File: src/rtl/nexys_starship_pkg.sv
// Shared constants, state encoding and combo helpers for the repair-combo arbiter.
package nexys_starship_pkg;

    localparam int unsigned N_REQ   = 4;
    localparam int unsigned COMBO_W = 4;

    localparam int unsigned IDX_TR = 0;
    localparam int unsigned IDX_BR = 1;
    localparam int unsigned IDX_LR = 2;
    localparam int unsigned IDX_RR = 3;

    localparam logic [COMBO_W-1:0] COMBO_NONE = 4'h0;

    typedef enum logic [1:0] {
        ARB_IDLE  = 2'd0,
        ARB_PICK  = 2'd1,
        ARB_CHECK = 2'd2,
        ARB_GRANT = 2'd3
    } arb_state_t;

    // Zero means "no combo", so a zero PRNG sample is remapped to 1.
    function automatic logic [COMBO_W-1:0] first_cand(input logic [COMBO_W-1:0] hex);
        return (hex == COMBO_NONE) ? COMBO_W'(1) : hex;
    endfunction

    function automatic logic [COMBO_W-1:0] next_cand(input logic [COMBO_W-1:0] c);
        return (c == '1) ? COMBO_W'(1) : c + COMBO_W'(1);
    endfunction

endpackage

File: src/rtl/nexys_starship_rr_pick.sv
// Combinational 4-way round-robin first-one finder starting at ptr.
module nexys_starship_rr_pick
    import nexys_starship_pkg::*;
(
    input  logic [N_REQ-1:0] eligible,
    input  logic [1:0]       ptr,
    output logic [1:0]       sel,
    output logic             any
);

    always_comb begin
        logic [1:0] idx;
        idx = '0;
        sel = '0;
        any = 1'b0;
        for (int unsigned i = 0; i < N_REQ; i++) begin
            idx = ptr + 2'(i);
            if (!any && eligible[idx]) begin
                sel = idx;
                any = 1'b1;
            end
        end
    end

endmodule

File: src/rtl/nexys_starship_combo_arb.sv
// Round-robin arbiter that hands each repair unit a unique non-zero combo
// taken from the shared PRNG and holds it until the unit releases it.
module nexys_starship_combo_arb
    import nexys_starship_pkg::*;
(
    input  logic               Clk,
    input  logic               Reset,
    input  logic               play_flag,
    input  logic               gameover_ctrl,
    input  logic [COMBO_W-1:0] random_hex,
    input  logic [N_REQ-1:0]   req,
    input  logic [N_REQ-1:0]   releases,
    output logic [N_REQ-1:0]   gnt,
    output logic [N_REQ-1:0]   busy,
    output logic [COMBO_W-1:0] TR_combo,
    output logic [COMBO_W-1:0] BR_combo,
    output logic [COMBO_W-1:0] LR_combo,
    output logic [COMBO_W-1:0] RR_combo
);

    arb_state_t         state;
    logic [1:0]         ptr;
    logic [1:0]         sel;
    logic [COMBO_W-1:0] cand;
    logic [COMBO_W-1:0] combo [N_REQ];

    logic [N_REQ-1:0]   eligible;
    logic [1:0]         pick_sel;
    logic               pick_any;
    logic               collide;

    assign eligible = (play_flag && !gameover_ctrl) ? (req & ~busy) : '0;

    nexys_starship_rr_pick u_rr_pick (
        .eligible (eligible),
        .ptr      (ptr),
        .sel      (pick_sel),
        .any      (pick_any)
    );

    // The requester's own slot is never busy here, but it is excluded anyway.
    always_comb begin
        collide = 1'b0;
        for (int unsigned j = 0; j < N_REQ; j++) begin
            if ((2'(j) != sel) && busy[j] && (combo[j] == cand)) begin
                collide = 1'b1;
            end
        end
    end

    always_comb begin
        gnt = '0;
        if (state == ARB_GRANT) begin
            gnt[sel] = 1'b1;
        end
    end

    always_ff @(posedge Clk or posedge Reset) begin
        if (Reset) begin
            state <= ARB_IDLE;
            ptr   <= '0;
            sel   <= '0;
            cand  <= '0;
            busy  <= '0;
            for (int unsigned i = 0; i < N_REQ; i++) begin
                combo[i] <= COMBO_NONE;
            end
        end else if (gameover_ctrl) begin
            state <= ARB_IDLE;
            busy  <= '0;
            for (int unsigned i = 0; i < N_REQ; i++) begin
                combo[i] <= COMBO_NONE;
            end
        end else begin
            for (int unsigned i = 0; i < N_REQ; i++) begin
                if (releases[i] && busy[i]) begin
                    busy[i]  <= 1'b0;
                    combo[i] <= COMBO_NONE;
                end
            end
            case (state)
                ARB_IDLE: begin
                    if (pick_any) begin
                        sel   <= pick_sel;
                        state <= ARB_PICK;
                    end
                end
                ARB_PICK: begin
                    cand  <= first_cand(random_hex);
                    state <= ARB_CHECK;
                end
                ARB_CHECK: begin
                    if (collide) begin
                        cand <= next_cand(cand);
                    end else begin
                        state <= ARB_GRANT;
                    end
                end
                ARB_GRANT: begin
                    busy[sel]  <= 1'b1;
                    combo[sel] <= cand;
                    ptr        <= sel + 2'd1;
                    state      <= ARB_IDLE;
                end
                default: state <= ARB_IDLE;
            endcase
        end
    end

    assign TR_combo = combo[IDX_TR];
    assign BR_combo = combo[IDX_BR];
    assign LR_combo = combo[IDX_LR];
    assign RR_combo = combo[IDX_RR];

endmodule

File: config.mk
export PLATFORM = sky130hd
export DESIGN_NAME = nexys_starship_combo_arb
export DESIGN_NICKNAME = d
export VERILOG_FILES = /design/src/rtl/nexys_starship_pkg.sv /design/src/rtl/nexys_starship_rr_pick.sv /design/src/rtl/nexys_starship_combo_arb.sv
export SDC_FILE = /design/constraint.sdc
export NUM_CORES = 1
export LEC_CHECK = 0
export BUFFER_PORTS_ARGS = -buffer_cell sky130_fd_sc_hd__buf_2
export CORE_MARGIN = 2
export CORE_UTILIZATION = 54
export CTS_CLUSTER_DIAMETER = 40
export DETAILED_ROUTE_END_ITERATION = 8
export GPL_ROUTABILITY_DRIVEN = 0
export GPL_TIMING_DRIVEN = 0
export PLACE_DENSITY_LB_ADDON = 0.08
export SLEW_MARGIN = 5
export SYNTH_ARGS = -nofsm -noshare
export SYNTH_HDL_FRONTEND = slang
export SYNTH_SLANG_ARGS = --single-unit
export TNS_END_PERCENT = 10
File: constraint.sdc
create_clock -name Clk -period 2.45 [get_ports Clk]
set_input_delay 0.49 -clock Clk [delete_from_list [all_inputs] [get_ports Clk]]
set_output_delay 0.49 -clock Clk [all_outputs]
set_load 0.02 [all_outputs]
==> results.sh, run 1 <==
export IMPL_grtUsageTotal=0.223
export IMPL_syn_inst=200
export IMPL_max_stage_delay_ns=0.42
export IMPL_multi_input_area_mm2=0.00103
export IMPL_grt_max_degree=31
export IMPL_finalSetupTns_ns=0
export IMPL_post_place_ws_ns=0.446
export IMPL_placed_cells=285
export IMPL_synth_ff_type="dfrtp_1"
export IMPL_syn_area_mm2=0.00188
export IMPL_clkSlewWorstSetupHoldPaths_ns=0.10
export IMPL_skew_ns=0.00880
export IMPL_root_buffer="clkbuf_4"
export IMPL_drive_above_1_share=0.251
export IMPL_rsz0062_at_grt="no"
export IMPL_cts_max_level=2
export IMPL_clockBufferDepth=2
export IMPL_wl_per_cell_um=13.8
export IMPL_drt_iter0_drc=95
export IMPL_setup_viol=0
export IMPL_layout_nets=271
export IMPL_antenna_left=0
export IMPL_antenna_found_initial=0
export IMPL_die_w_um=63.1
export IMPL_hold_violations=0
export IMPL_insertion_delay_ns=0.33
export IMPL_ff_latch_area_um2=751
export IMPL_drv_slew=0
export IMPL_busiest_layer="met2"
export IMPL_ys_ff_latch=30
export IMPL_slew_headroom=0.236
export IMPL_ys_top_cells_by_area="dfrtp_1, a22oi_1, ha_1, nor2_1, xor2_1"
export IMPL_clock_fmax_ghz=0.466
export IMPL_synth_commonest_cells="dfrtp_1, nor2_1, a22oi_1, inv_1, a21oi_1"
export IMPL_min_period_ns=2.14
export IMPL_async_flop_share=1.00
export IMPL_die_area_mm2=0.00398
export IMPL_synth_nets=225
export IMPL_p_sw_w=0.000602
export IMPL_power_density_mw_per_mm2=715
export IMPL_synth_cell_types=47
export IMPL_grt_pass1_wl_um=6890
export IMPL_vias=1580
export IMPL_initial_core_util=0.564
export IMPL_via_per_inst=5.39
export IMPL_use_met3=0.0589
export IMPL_area_growth_pct=16.8
export IMPL_postSynthAreaPerCell_um2=9.42
export IMPL_chipHeight_um=63.1
export IMPL_cts_setup_buffers=0
export IMPL_p_leak_nw=1.12
export IMPL_overflow=0
export IMPL_met1_usage=0.306
export IMPL_hpwl_um=2980
export IMPL_drc_errors=0
export IMPL_diodes=0
export IMPL_peakVddDrop_v=0.000733
export IMPL_worst_slew_pin_slew_ns=1.15
export IMPL_cts_hold_buf=0
export IMPL_cp_data_arrival_time_ns=1.65
export IMPL_min_period_over_period=0.875
export IMPL_n_fill_cell=295
export IMPL_yosysMostFrequentCell="dfrtp_1"
export IMPL_p_int_w=0.000971
export IMPL_totalWireLength_um=4050
export IMPL_ff2ff_setup_slack_ns=0.48
export IMPL_start_kind="flip-flop"
export IMPL_crit_fanout=7
export IMPL_critPathKind="flip-flop to output port"
export IMPL_core_mm2=0.00334
export IMPL_seqPwrFrac=0.398
export IMPL_synth_edf_count=0
export IMPL_switching_share=0.383
export IMPL_synth_top_area_share=0.399
export IMPL_combPwrFrac=0.399
export IMPL_power_share_clock=0.202
export IMPL_cp_end_kind="output port"
export IMPL_stdcell_count=293
export IMPL_rows=21
export IMPL_io_pins=40
export IMPL_ys_seq_area_frac=0.399
export IMPL_grt_pass1_vias=1431
export IMPL_cts_tree="built"
export IMPL_clkSinkCount=30
export IMPL_use_met2=0.350
export IMPL_min_delay_path_class="primary input to async pin"
export IMPL_synth_warnings=0
export IMPL_post_cts_resized=0
export IMPL_port_buffers=39
export IMPL_crit_required_ns=1.96
export IMPL_maxCapViolations=0
export IMPL_drt_first_pass_iters=6
export IMPL_worst_slack_ns=0.306
export IMPL_cp_slowest_cell="dfrtp_1"
export IMPL_cts_buffers=5
export IMPL_worstPathCellList="ha_1 -> and2_1 -> clkbuf_1 -> buf_2"
export IMPL_status="finished, final reports clean"
export IMPL_synth_top_cell_by_area="dfrtp_1"
==> worst max-delay path: cells and delay by family, from the launching register on <==
family,cells,cell delay [ns]
adder cells (fa/ha/maj),1,0.27
buffers and inverters,2,0.48
flip-flops,1,0.42
AND/OR/NAND/NOR,1,0.15
==> logic make-up (layout without fill, tap and decap cells) <==
| group | count (synthesis) | after routing | share of synthesized area |
|---|---|---|---|
| DFF | 30 | 30 | 0.399 |
| xor gates and xnor gates | 13 | 13 | 0.0605 |
| adders and majority gates | 9 | 9 | 0.0598 |
| and+or+nand+nor | 69 | 69 | 0.213 |
| AOI/OAI and AO/OA | 52 | 52 | 0.201 |
| buffers and inverters | 25 | 72 | 0.0551 |
| muxes | 2 | 2 | 0.0113 |
==> worst paths after layout <==
kind,start,endpoint,cells after the start
max in group asynchronous,Reset,RR_combo[2],2
min in group Clk,random_hex[1],cand[1],2
worst max-delay path,state[0],gnt[2],4
worst min register to register,ptr[0],ptr[0],2
worst max register to register,sel[0],cand[0],7
worst min-delay path,Reset,BR_combo[1],2
==> cells in the final DEF (no fill, tap or decap), drive strengths merged, types with 2 or more instances in the layout <==
master / synthesis / layout
buf: 4 / 43
dfrtp: 30 / 30
nor2: 29 / 29
a22oi: 16 / 16
inv: 14 / 14
clkbuf: 7 / 13
a21oi: 12 / 12
xor2: 10 / 10
ha: 9 / 9
nand2: 9 / 9
and2: 8 / 8
nor2b: 5 / 5
o21ai: 5 / 5
nor3: 4 / 4
xnor2: 3 / 3
nand4b: 3 / 3
and3: 2 / 2
o211ai: 2 / 2
nand3: 2 / 2
a211o: 2 / 2
o221a: 2 / 2
==> metrics by stage <==
| step | cell area (µm²) | power [W] | hold WS [ns] | utilization |
|---|---|---|---|---|
| 2_1_floorplan | 1880 | 0.00112 | 0.487 | - |
| 3_5_place_dp | 2140 | 0.00126 | 0.538 | 0.640 |
| 4_1_cts | 2200 | 0.00158 | 0.436 | 0.659 |
| 6_report | 2200 | 0.00157 | 0.441 | 0.659 |
| 3_3_place_gp | 2140 | 0.00126 | 0.516 | 0.640 |
| 5_1_grt | 2200 | 0.00170 | 0.451 | 0.659 |
==> sequential cells by signal, summed over array words and instances (netlist names), 4 cells and up <==
signal    count
BR_combo      4
LR_combo      4
busy          4
cand          4
TR_combo      4
RR_combo      4
==> power groups by stage <==
stage / clock network [W] / registers [W] / logic (W)
after floorplan: 0 / 0.000628 / 0.000492
after global placement: 0 / 0.000636 / 0.000621
after detailed placement: 0 / 0.000635 / 0.000622
after CTS: 0.000326 / 0.000626 / 0.000626
after global routing: 0.000353 / 0.000639 / 0.000705
final: 0.000318 / 0.000627 / 0.000628
==> cell type report <==
| cell class | instances | share of cell area |
|---|---|---|
| clock inverter | 2 | 0.00569 |
| tap | 46 | 0.0262 |
| inverter | 14 | 0.0239 |
| multi-input combinational | 145 | 0.468 |
| buffer | 11 | 0.0233 |
| timing repair buffer | 39 | 0.0887 |
| clock buffer | 6 | 0.0233 |
| sequential | 30 | 0.341 |
==> per-layer routing <==
layer	wire, µm	vias to the layer above	share of wire
met3	261	7	0.064
met2	1880	48	0.46
met4	48	0	0.012
li1	-	797	-
met1	1860	728	0.46
met5	0	-	0
(Power assumes the default switching activity.)
==> run 2: changes to the inputs <==
--- a/config.mk
+++ b/config.mk
@@ -7,7 +7,7 @@
 export LEC_CHECK = 0
 export BUFFER_PORTS_ARGS = -buffer_cell sky130_fd_sc_hd__buf_2
 export CORE_MARGIN = 2
-export CORE_UTILIZATION = 54
+export CORE_UTILIZATION = 40
 export CTS_CLUSTER_DIAMETER = 40
 export DETAILED_ROUTE_END_ITERATION = 8
 export GPL_ROUTABILITY_DRIVEN = 0
==> constraint.sdc (replaced) <==
create_clock -name Clk -period 2.45 [get_ports Clk]
set_input_delay 0.245 -clock Clk [delete_from_list [all_inputs] [get_ports Clk]]
set_output_delay 0.245 -clock Clk [all_outputs]
set_load 0.02 [all_outputs]
==> run 2 against run 1 <==
Non-clock buffer count unchanged. Sequential share of layout area down 0.54 points. Fmax up 6.9%. Clock power up 31%. Final cell count up 2.0%. First-iteration DRC count down 20%. Worst setup slack better by 0.14 ns. Wire length up 13%. Clock skew down 0.0021 ns. Combinational power up 2%. Critical endpoint is now cand[0]. Largest power group unchanged.
==> results.sh, run 2 (same netlist as run 1, synthesis figures left out) <==
export IMPL_drv_slew=0
export IMPL_post_cts_resized=0
export IMPL_peakVddDrop_v=0.000553
export IMPL_drc_errors=0
export IMPL_min_delay_path_class="primary input to async pin"
export IMPL_cts_hold_buf=0
export IMPL_cts_tree="built"
export IMPL_seqPwrFrac=0.373
export IMPL_slew_headroom=0.241
export IMPL_power_density_mw_per_mm2=755
export IMPL_power_share_clock=0.248
export IMPL_layout_commonest_cell="buf_2"
export IMPL_worstPathCellList="buf_4 -> xor2_1 -> nor3_1 -> nand4b_4 -> nand4_4 -> nand2_2 -> a311o_1"
export IMPL_clkSinkCount=30
export IMPL_vias=1605
export IMPL_start_kind="flip-flop"
export IMPL_p_sw_w=0.000626
export IMPL_diodes=0
export IMPL_cp_slowest_cell="dfrtp_1"
export IMPL_ff_latch_area_um2=751
export IMPL_cp_data_arrival_time_ns=2.17
export IMPL_wl_per_cell_um=15.3
export IMPL_crit_fanout=10
export IMPL_cts_setup_buffers=0
export IMPL_min_period_over_period=0.818
export IMPL_fin_area_mm2=0.00223
export IMPL_io_pins=40
export IMPL_p_int_w=0.00106
export IMPL_p_total_w=0.00169
export IMPL_clock_fmax_ghz=0.499
export IMPL_antenna_left=0
export IMPL_port_buffers=39
export IMPL_clkSlewWorstSetupHoldPaths_ns=0.06
export IMPL_worst_slew_pin_slew_ns=1.13
export IMPL_crit_required_ns=2.61
export IMPL_finalSetupTns_ns=0
export IMPL_root_buffer="clkbuf_8"
export IMPL_multi_input_area_mm2=0.00103
export IMPL_initial_core_util=0.424
export IMPL_antenna_found_initial=0
export IMPL_clockBufferDepth=2
export IMPL_cts_buffers=5
export IMPL_hpwl_um=3340
export IMPL_grtUsageTotal=0.188
export IMPL_insertion_delay_ns=0.28
export IMPL_area_growth_pct=18.7
export IMPL_place_area_mm2=0.00214
export IMPL_critPathBufInv=1
export IMPL_rsz0062_at_grt="no"
export IMPL_totalWireLength_um=4570
export IMPL_p_leak_nw=1.13
export IMPL_r2r_start="cand[0]"
export IMPL_r2r_end="cand[0]"
export IMPL_core_mm2=0.00444
export IMPL_hold_violations=0
export IMPL_layout_common_cells="buf_2, dfrtp_1, nor2_1, a22oi_1, inv_1"
export IMPL_status="finished, final reports clean"
export IMPL_rows=24
export IMPL_layout_nets=271
export IMPL_overflow=0
export IMPL_timing_hold_ws_ns=0.107
export IMPL_critPathKind="flip-flop to flip-flop"
export IMPL_chipHeight_um=72.6
export IMPL_switching_share=0.371
export IMPL_maxCapViolations=0
export IMPL_grt_max_degree=31
export IMPL_max_stage_delay_ns=0.41
export IMPL_setup_viol=0
export IMPL_die_w_um=72.6
export IMPL_cp_end_kind="flip-flop"
export IMPL_ff2ff_setup_slack_ns=0.44
export IMPL_skew_ns=0.00671
export IMPL_r2r_cells=7
export IMPL_combPwrFrac=0.379
export IMPL_grt_pass1_vias=1562
export IMPL_cts_max_level=2
export IMPL_drt_iter0_drc=76
export IMPL_critPathTopFamily="simple AND/OR/NAND/NOR gates"
export IMPL_fin_util=0.503
export IMPL_die_area_mm2=0.00527
export IMPL_via_per_inst=5.37
export IMPL_min_period_ns=2.01
export IMPL_grt_pass1_wl_um=7600
export IMPL_n_fill_cell=465
export IMPL_drive_above_1_share=0.247
export IMPL_drt_first_pass_iters=4
==> run 2: changes by cell type in the layout (fill, tap and decap cells not counted), sizes merged <==
cell,delta
clkbuf,+1
clkinv,+1
clkinvlp,-1
inv,-1
==> run 2: worst max path at each step <==
stage | slack, ns | depth (start not counted) | from | endpoint
after CTS | 0.44 | 7 | cand[1] | cand[0]
final | 0.44 | 7 | cand[0] | cand[0]
after floorplan | 0.53 | 6 | RR_combo[0] | cand[0]
after detailed placement | 0.45 | 7 | cand[1] | cand[0]
after global routing | 0.32 | 7 | cand[0] | state[0]
after global placement | 0.48 | 7 | sel[0] | cand[0]
==> run 2: per-stage QoR <==
stage / setup WS, ns / cells
after floorplan: 0.530 / 200
after global placement: 0.479 / 291
after detailed placement: 0.448 / 291
after CTS: 0.442 / 299
after global routing: 0.317 / 299
final: 0.445 / 299
==> run 2: layer usage <==
metal	part of all wire	vias up	GRT usage	routed length [µm]
li1	-	798	-	-
met2	0.48	32	0.311	2200
met1	0.47	767	0.251	2150
met4	0.011	0	0.0514	51
met5	0	-	0	0
met3	0.039	8	0.0387	179
==> run 2: worst reg2reg max path, stage by stage (launching register included) <==
cell and delay [ns]:
dfrtp_1 0.41, buf_4 0.20, xor2_1 0.18, nor3_1 0.35, nand4b_4 0.19, nand4_4 0.18
nand2_2 0.07, a311o_1 0.31
==> run 2: final cells by class <==
class,count,share of cell area
repair buffers,39,0.0873
flip-flops and latches,30,0.336
inverters,14,0.0235
plain buffers,11,0.0230
multi-input cells,145,0.460
well taps,52,0.0291
clock inverters,1,0.00224
clock buffers,7,0.0386
==> run 2: power groups by stage <==
stage	Combinational [W]	Clock (W)	Sequential, W
after floorplan	0.000492	0	0.000628
after detailed placement	0.000642	0	0.000638
after CTS	0.000642	0.000428	0.000629
after global placement	0.000636	0	0.000637
final	0.000640	0.000418	0.000630
after global routing	0.000717	0.000447	0.000640
==> run 3: changes to the inputs <==
--- a/config.mk
+++ b/config.mk
@@ -5,6 +5,7 @@
 export SDC_FILE = /design/constraint.sdc
 export NUM_CORES = 1
 export LEC_CHECK = 0
+export ABC_AREA = 1
 export BUFFER_PORTS_ARGS = -buffer_cell sky130_fd_sc_hd__buf_2
 export CORE_MARGIN = 2
 export CORE_UTILIZATION = 40
==> constraint.sdc (replaced) <==
create_clock -name Clk -period 2.05 [get_ports Clk]
set_input_delay 0.205 -clock Clk [delete_from_list [all_inputs] [get_ports Clk]]
set_output_delay 0.205 -clock Clk [all_outputs]
set_load 0.02 [all_outputs]
==> run 3 against run 2 <==
Area after synthesis increased by 9.6%. Worst setup slack got worse by 0.13 ns. Sequential share of layout area decreased by 2.7 points. First-iteration DRC count increased by 55%. Synthesized cell count increased by 44%. Clock power increased by 20%. Design area increased by 8.8%. Combinational power increased by 110%. Flip-flop and latch count unchanged. Clock skew increased by 0.0011 ns. Final cell count increased by 35%. Hold slack got worse by 0.045 ns. Critical endpoint is now gnt[2]. Largest cell class unchanged. Largest power group unchanged.
==> results.sh, run 3 <==
export IMPL_vias=1963
export IMPL_synthAdderAreaFrac=0.0546
export IMPL_ff2ff_setup_slack_ns=0.33
export IMPL_clock_fmax_ghz=0.577
export IMPL_p_sw_w=0.00122
export IMPL_ys_seq_area_frac=0.364
export IMPL_r2r_cells=9
export IMPL_crit_fanout=9
export IMPL_via_per_inst=4.86
export IMPL_fin_util=0.482
export IMPL_status="finished, final reports clean"
export IMPL_diodes=0
export IMPL_post_cts_resized=0
export IMPL_ys_top_cells_by_area="dfrtp_1, nand2_1, a21oi_1, ha_1, inv_1"
export IMPL_power_density_mw_per_mm2=1110
export IMPL_switching_share=0.452
export IMPL_overflow=0
export IMPL_synth_nets=313
export IMPL_insertion_delay_ns=0.28
export IMPL_clockBufferDepth=2
export IMPL_die_w_um=75.8
export IMPL_grt_max_degree=31
export IMPL_postSynthAreaPerCell_um2=7.16
export IMPL_critPathKind="flip-flop to output port"
export IMPL_peakVddDrop_v=0.000369
export IMPL_r2r_start="cand[1]"
export IMPL_min_period_over_period=0.845
export IMPL_async_flop_share=1.00
export IMPL_port_buffers=38
export IMPL_syn_area_mm2=0.00206
export IMPL_grtUsageTotal=0.191
export IMPL_p_leak_nw=1.31
export IMPL_area_growth_pct=17.9
export IMPL_synth_ff_type="dfrtp_1"
export IMPL_yosysMostFrequentCell="nand2_1"
export IMPL_setup_viol=0
export IMPL_maxCapViolations=0
export IMPL_wl_per_cell_um=12.4
export IMPL_cts_buffers=5
export IMPL_skew_ns=0.00783
export IMPL_critPathCapture="gnt[2]"
export IMPL_synth_edf_count=0
export IMPL_hpwl_um=3870
export IMPL_crit_required_ns=1.85
export IMPL_min_period_ns=1.73
export IMPL_layout_common_cells="nand2_1, buf_2, dfrtp_1, inv_1, nor2_1"
export IMPL_antenna_left=0
export IMPL_initial_core_util=0.409
export IMPL_synth_top_family_by_area="simple AND/OR/NAND/NOR gates"
export IMPL_cp_data_arrival_time_ns=1.53
export IMPL_layout_commonest_cell="nand2_1"
export IMPL_combPwrFrac=0.510
export IMPL_grt_pass1_vias=1765
export IMPL_synth_simple_area_share=0.326
export IMPL_root_buffer="clkbuf_8"
export IMPL_hold_violations=0
export IMPL_cts_max_level=2
export IMPL_antenna_found_initial=0
export IMPL_cp_end_kind="output port"
export IMPL_synthMuxAreaShare=0
export IMPL_startpoint="state[0]"
export IMPL_rsz0062_at_grt="no"
export IMPL_ys_ff_latch=30
export IMPL_r2r_end="state[1]"
export IMPL_finalSetupTns_ns=0
export IMPL_die_area_mm2=0.00575
export IMPL_clkSinkCount=30
export IMPL_synth_top_cell_by_area="dfrtp_1"
export IMPL_seqPwrFrac=0.304
export IMPL_synth_cell_types=26
export IMPL_synth_top_area_share=0.364
export IMPL_drive_above_1_share=0.207
export IMPL_grt_pass1_wl_um=8240
export IMPL_worst_slew_pin_slew_ns=1.13
export IMPL_synth_compound_area_frac=0.121
export IMPL_drv_slew=0
export IMPL_drt_iter0_drc=118
export IMPL_chipHeight_um=75.8
export IMPL_slew_headroom=0.243
export IMPL_clkSlewWorstSetupHoldPaths_ns=0.07
export IMPL_min_delay_path_class="primary input to async pin"
export IMPL_io_pins=40
export IMPL_synth_xor_area_share=0.0461
export IMPL_syn_inst=288
export IMPL_p_int_w=0.00147
export IMPL_cts_setup_buffers=0
export IMPL_core_mm2=0.00504
export IMPL_cts_hold_buf=0
export IMPL_start_kind="flip-flop"
export IMPL_cts_tree="built"
export IMPL_synth_warnings=0
export IMPL_rows=26
export IMPL_power_share_clock=0.186
export IMPL_layout_nets=358
export IMPL_synth_commonest_cells="nand2_1, dfrtp_1, inv_1, nor2_1, a21oi_1"
export IMPL_drt_first_pass_iters=4
export IMPL_drc_errors=0
export IMPL_totalWireLength_um=5020
[run 3: cell count changes in the layout (fill, tap and decap cells not counted), sizes merged, moves of 3 or more]
cell	delta
nor2b	-5
nand2	+74
nand3	+20
xor2	-5
a21oi	+11
nand4b	-3
o21ai	+16
nand4	+9
clkbuf	-4
and2	-8
a22oi	-16
inv	+21
[run 3: how the worst min path moves through the flow]
stage / startpoint / endpoint / slack [ns] / depth (start not counted)
2_1_floorplan: Reset / BR_combo[0] / 0.30 / 1
3_3_place_gp: releases[0] / busy[0] / 0.48 / 4
3_5_place_dp: releases[3] / busy[3] / 0.48 / 4
4_1_cts: gameover_ctrl / busy[1] / 0.18 / 2
5_1_grt: Reset / BR_combo[2] / 0.13 / 2
6_report: Reset / BR_combo[1] / 0.06 / 2
[run 3: metal layers]
| metal | track usage | vias to the layer above | routed length (µm) | part of all wire |
|---|---|---|---|---|
| li1 | - | 1027 | - | - |
| met3 | 0.0463 | 7 | 213 | 0.042 |
| met1 | 0.262 | 888 | 2530 | 0.50 |
| met4 | 0.0526 | 0 | 55 | 0.011 |
| met5 | 0 | - | 0 | 0 |
| met2 | 0.301 | 41 | 2220 | 0.44 |
[run 3: area by class of cell]
cell class | instances | area, µm²
plain buffers | 9 | 51.3
multi-input cells | 214 | 1130
repair buffers | 38 | 190
inverters | 35 | 131
clock inverters | 1 | 5.00
fillers | 542 | 2610
flip-flops and latches | 30 | 751
clock buffers | 7 | 86.3
well taps | 70 | 87.6
[run 3: kinds of logic after synthesis]
kind of cell,after synthesis
AO/OA/AOI/OAI,48
XOR/XNOR,10
adder cells (fa/ha/maj),9
buffers and inverters,44
flip-flops,30
AND/OR/NAND/NOR,147
[run 3: metrics by stage]
step | power [W] | worst slack (ns) | hold WS, ns | instance area (µm²) | std cells
CTS | 0.00272 | 0.296 | 0.182 | 2430 | 404
floorplan | 0.00190 | 0.598 | 0.296 | 2060 | 288
global placement | 0.00219 | 0.354 | 0.475 | 2340 | 396
finish | 0.00269 | 0.318 | 0.0616 | 2430 | 404
detailed placement | 0.00221 | 0.308 | 0.483 | 2340 | 396
global route | 0.00295 | 0.0927 | 0.132 | 2430 | 404
[run 3: power by group through the flow]
stage	registers, W	logic, W	clock network [W]
finish	0.000819	0.00137	0.000500
global route	0.000838	0.00157	0.000542
CTS	0.000821	0.00138	0.000517
detailed placement	0.000833	0.00138	0
global placement	0.000824	0.00136	0
floorplan	0.000838	0.00106	0
[run 3: critical path, cell delays in order, from the launching register on]
cell     delay, ns
dfrtp_1       0.43
ha_1          0.29
nand2_1       0.24
inv_1         0.11
buf_2         0.17
